==> src/rtl/mem_master.sv <==
// Single-request bus initiator for the single-port `mem` block. It sequences the
// memory strobes and returns a completion/read-data response over valid/ready.
module mem_master #(
    parameter int ADDR_W  = 16,
    parameter int DATA_W  = 32,
    parameter int RD_WAIT = 0
) (
    input  logic              clk,
    input  logic              rst_n,
    input  logic              req_valid,
    output logic              req_ready,
    input  logic              req_wr,
    input  logic [ADDR_W-1:0] req_addr,
    input  logic [DATA_W-1:0] req_wdata,
    output logic              resp_valid,
    input  logic              resp_ready,
    output logic              resp_wr,
    output logic [DATA_W-1:0] resp_rdata,
    output logic              busy,
    output logic              mem_en,
    output logic              mem_rd,
    output logic              mem_wr,
    output logic [ADDR_W-1:0] mem_addr,
    output logic [DATA_W-1:0] mem_data,
    input  logic [DATA_W-1:0] mem_out
);

    typedef enum logic [1:0] {
        IDLE  = 2'd0,
        WRITE = 2'd1,
        READ  = 2'd2,
        RESP  = 2'd3
    } state_t;

    localparam logic [3:0] RD_WAIT_C = 4'(RD_WAIT);

    state_t            state_q, state_d;
    logic [3:0]        cnt_q, cnt_d;
    logic [ADDR_W-1:0] addr_q, addr_d;
    logic [DATA_W-1:0] data_q, data_d;
    logic              resp_wr_q, resp_wr_d;
    logic [DATA_W-1:0] rdata_q, rdata_d;

    always_ff @(posedge clk) begin
        if (!rst_n) begin
            state_q   <= IDLE;
            cnt_q     <= '0;
            addr_q    <= '0;
            data_q    <= '0;
            resp_wr_q <= 1'b0;
            rdata_q   <= '0;
        end else begin
            state_q   <= state_d;
            cnt_q     <= cnt_d;
            addr_q    <= addr_d;
            data_q    <= data_d;
            resp_wr_q <= resp_wr_d;
            rdata_q   <= rdata_d;
        end
    end

    always_comb begin
        state_d   = state_q;
        cnt_d     = cnt_q;
        addr_d    = addr_q;
        data_d    = data_q;
        resp_wr_d = resp_wr_q;
        rdata_d   = rdata_q;
        case (state_q)
            IDLE: begin
                if (req_valid) begin
                    addr_d  = req_addr;
                    data_d  = req_wdata;
                    cnt_d   = RD_WAIT_C;
                    state_d = req_wr ? WRITE : READ;
                end
            end
            WRITE: begin
                resp_wr_d = 1'b1;
                rdata_d   = '0;
                state_d   = RESP;
            end
            READ: begin
                // mem_out is sampled on the edge that ends the last rd cycle
                if (cnt_q == 4'd0) begin
                    resp_wr_d = 1'b0;
                    rdata_d   = mem_out;
                    state_d   = RESP;
                end else begin
                    cnt_d = cnt_q - 4'd1;
                end
            end
            RESP: begin
                if (resp_ready) begin
                    state_d = IDLE;
                end
            end
            default: state_d = IDLE;
        endcase
    end

    // Every handshake and strobe output decodes from the state register alone.
    assign req_ready  = (state_q == IDLE);
    assign resp_valid = (state_q == RESP);
    assign busy       = (state_q != IDLE);
    assign mem_en     = (state_q == WRITE) || (state_q == READ);
    assign mem_rd     = (state_q == READ);
    assign mem_wr     = (state_q == WRITE);
    assign mem_addr   = addr_q;
    assign mem_data   = data_q;
    assign resp_wr    = resp_wr_q;
    assign resp_rdata = rdata_q;

endmodule

==> config.mk <==
export PLATFORM = sky130hd
export DESIGN_NAME = mem_master
export DESIGN_NICKNAME = d
export VERILOG_FILES = /design/src/rtl/mem_master.sv
export SDC_FILE = /design/constraint.sdc
export NUM_CORES = 1
export LEC_CHECK = 0
export BUFFER_PORTS_ARGS = -buffer_cell sky130_fd_sc_hd__buf_2
export CORE_ASPECT_RATIO = 0.6
export CORE_UTILIZATION = 40
export CTS_BUF_LIST = sky130_fd_sc_hd__clkbuf_16
export DETAILED_ROUTE_END_ITERATION = 16
export PLACE_DENSITY = 0.75
export SYNTH_ARGS = -nofsm -noshare
export SYNTH_HDL_FRONTEND = slang
export SYNTH_SLANG_ARGS = --single-unit
==> constraint.sdc <==
create_clock -name clk -period 1.8 [get_ports clk]
set_clock_uncertainty 0.05 [all_clocks]
set_input_delay 0.09 -clock clk [delete_from_list [all_inputs] [get_ports clk]]
set_output_delay 0.09 -clock clk [all_outputs]
set_load 0.05 [all_outputs]
==> results.sh <==
export IMPL_crit_type="register to register"
export IMPL_fin_tns_setup_ps=0
export IMPL_initial_core_util_pct=41.4
export IMPL_synthArstFlopShare_pct=0
export IMPL_multi_input_area_mm2=0.00138
export IMPL_postCtsSetupBuffers=0
export IMPL_intPower_mw=4.79
export IMPL_synth_nets=501
export IMPL_yosys_warnings=0
export IMPL_reg2regPathDepth=5
export IMPL_track_usage_pct=23.9
export IMPL_diodes=0
export IMPL_grt_pass1_wl_mm=16.3
export IMPL_cp_data_arrival_time_ps=1900
export IMPL_rsz0062_at_grt="false"
export IMPL_cts_tree="built"
export IMPL_synth_area_leader_cell="dfxtp_1"
export IMPL_path_max_fanout=9
export IMPL_p_leak_nw=2.46
export IMPL_synth_cells=410
export IMPL_num_rows=25
export IMPL_numCtsBuffers=9
export IMPL_cts_buffer_depth=2
export IMPL_clock_power_share_pct=24.0
export IMPL_io_pins=172
export IMPL_end_kind="register"
export IMPL_r2r_start="state_q[1]"
export IMPL_routed_wl_mm=10.3
export IMPL_cts_sinks=87
export IMPL_fill_cells=593
export IMPL_synth_most_common_cell="nand2_1"
export IMPL_fp_dieH_um=72.1
export IMPL_wire_per_inst_um=13.6
export IMPL_status="completed"
export IMPL_hold_violations=0
export IMPL_synth_cell_type_count=25
export IMPL_synthFlopType="dfxtp_1"
export IMPL_hold_path_class="input port to register"
export IMPL_synth_edf_count=0
export IMPL_vdd_drop_max_mv=0.944
export IMPL_grt_max_degree=49
export IMPL_pwr_share_seq_pct=29.9
export IMPL_power_switching_mw=3.81
export IMPL_p_comb_share_pct=46.1
export IMPL_synth_top_cell_area_share_pct=53.2
export IMPL_netlist_top_cells_count="nand2_1 (132), dfxtp_1 (87), a21oi_1 (82), nand3_1 (34), clkbuf_1 (25)"
export IMPL_place_congestion=0.810
export IMPL_cp_startpoint="state_q[1]"
export IMPL_die_x_um=119
export IMPL_cts_max_level=3
export IMPL_clkLatencyLatePin_ps=330
export IMPL_drc=0
export IMPL_fin_hold_ws_ps=31.6
export IMPL_postCtsResizedCells=0
export IMPL_sw_frac_of_total_pct=44.3
export IMPL_fin_crit_sh_pct=94.2
export IMPL_drtIter0Drc=226
export IMPL_via_per_inst=4.94
export IMPL_netlist_area_mm2=0.00328
export IMPL_grt_pass1_vias=3553
export IMPL_power_density_mw_per_mm2=1590
export IMPL_core_mm2=0.00791
export IMPL_postSynthAreaPerCell_um2=7.99
export IMPL_setup_viol=0
export IMPL_hpwlAfterDp_mm=5.96
export IMPL_finish_net_count=738
export IMPL_hp_start="rst_n"
export IMPL_path_clk_slew_ps=60
export IMPL_period_needed_ps=1700
export IMPL_tightest_slew_ps=460
export IMPL_max_slew_margin_rel_pct=69.3
export IMPL_grt_ovfl_total=0
export IMPL_hold_buffers=80
export IMPL_drive_above_1_share_pct=30.6
export IMPL_register_area_mm2=0.00174
export IMPL_synth_seq_cells=87
export IMPL_finalMaxSlewViolations=0
export IMPL_vias=3751
export IMPL_firstDrtPassIters=4
export IMPL_area_growth_syn_to_layout_pct=65.0
export IMPL_synthTopCellsByArea="dfxtp_1 (53%), nand2_1 (15%), a21oi_1 (13%)"
export IMPL_ant_nets=0
export IMPL_min_path_cells=3
export IMPL_fp_dieArea_mm2=0.00857
export IMPL_startpoint_type="register"
export IMPL_critPathRequiredTime_ps=2010
export IMPL_cts_root_buffer="clkbuf_16"
export IMPL_fmax_mhz=590
export IMPL_antenna_found_initial=0
export IMPL_port_buffers=171
export IMPL_yosysSeqAreaShare_pct=53.2
export IMPL_cap_violations=0
-- cell usage in the layout, fill, tap and decap left out, types with 2 or more instances in the layout --
master | synthesis | final
dlygate4sd3_1 | 0 | 80
nand3_1 | 34 | 34
inv_2 | 0 | 2
dfxtp_1 | 87 | 86
inv_1 | 9 | 7
mux2i_1 | 3 | 3
or4_1 | 2 | 2
ha_1 | 6 | 4
o21ai_0 | 5 | 5
nand2_1 | 132 | 132
nor2b_1 | 3 | 3
and2_1 | 2 | 2
clkbuf_16 | 0 | 9
bufinv_16 | 0 | 3
nand2b_1 | 3 | 3
buf_12 | 0 | 6
a21oi_1 | 82 | 82
buf_2 | 5 | 171
-- final cells by class --
class | instances | share of cell area [%]
Timing Repair Buffer | 258 | 33.0
Clock buffer | 9 | 4.17
Sequential cell | 87 | 32.2
Multi-Input combinational cell | 282 | 25.4
Inverter | 9 | 0.625
Tap cell | 108 | 2.50
Clock inverter | 6 | 2.04
-- state kept, by name, indices dropped and copies added, names as in the netlist --
signal / count
state_q: 2
resp_wr: 1
mem_addr: 16
cnt_q: 4
mem_data: 32
resp_rdata: 32
-- cells by family (layout without fill, tap and decap cells) --
| kind of cell | Yosys count | count (layout) | share of synthesized area (%) |
|---|---|---|---|
| fa+ha+maj | 6 | 6 | 2.29 |
| buf+inv | 41 | 282 | 5.35 |
| compound gates | 91 | 91 | 14.3 |
| simple gates | 182 | 182 | 24.0 |
| mux | 3 | 3 | 0.916 |
| flops | 87 | 87 | 53.2 |
-- path summary, 6_finish.rpt --
check / endpoint / slack [ps]
setup / recovery: cnt_q[3] / 100
hold / removal: state_q[1] / 30
setup reg to reg: cnt_q[3] / 100
hold reg to reg: mem_data[7] / 400
-- through the flow --
step / setup WS, ps / total power, mW / instance area (um^2) / instances / util (%)
2_1_floorplan: 6.32 / 5.49 / 3290 / 410 / -
3_3_place_gp: 164 / 6.29 / 4270 / 664 / 54.0
3_5_place_dp: 121 / 6.39 / 4270 / 664 / 54.0
4_1_cts: 104 / 8.62 / 5410 / 759 / 68.3
5_1_grt: 10.2 / 9.04 / 5410 / 759 / 68.3
6_report: 105 / 8.59 / 5410 / 759 / 68.3
-- per-layer routing --
metal	vias to the layer above	GRT usage (%)	wire length (um)
met4	0	9.42	233
met2	175	40.9	4950
li1	1828	-	-
met5	-	0	0
met3	25	7.31	764
met1	1723	28.6	4360
-- worst max-delay path, stage by stage (launching register included) --
cell and delay (ps):
dfxtp_1 400, inv_1 90, ha_2 230, mux2i_1 200
or4_1 490, a31oi_1 160
-- power groups by stage --
stage / Sequential (mW) / Combinational (mW) / Clock, mW
detailed placement: 2.59 / 3.80 / 0
floorplan: 3.84 / 1.65 / 0
global placement: 2.56 / 3.73 / 0
finish: 2.57 / 3.96 / 2.07
global route: 2.61 / 4.22 / 2.21
CTS: 2.55 / 3.94 / 2.13
(Power assumes the default switching activity.)
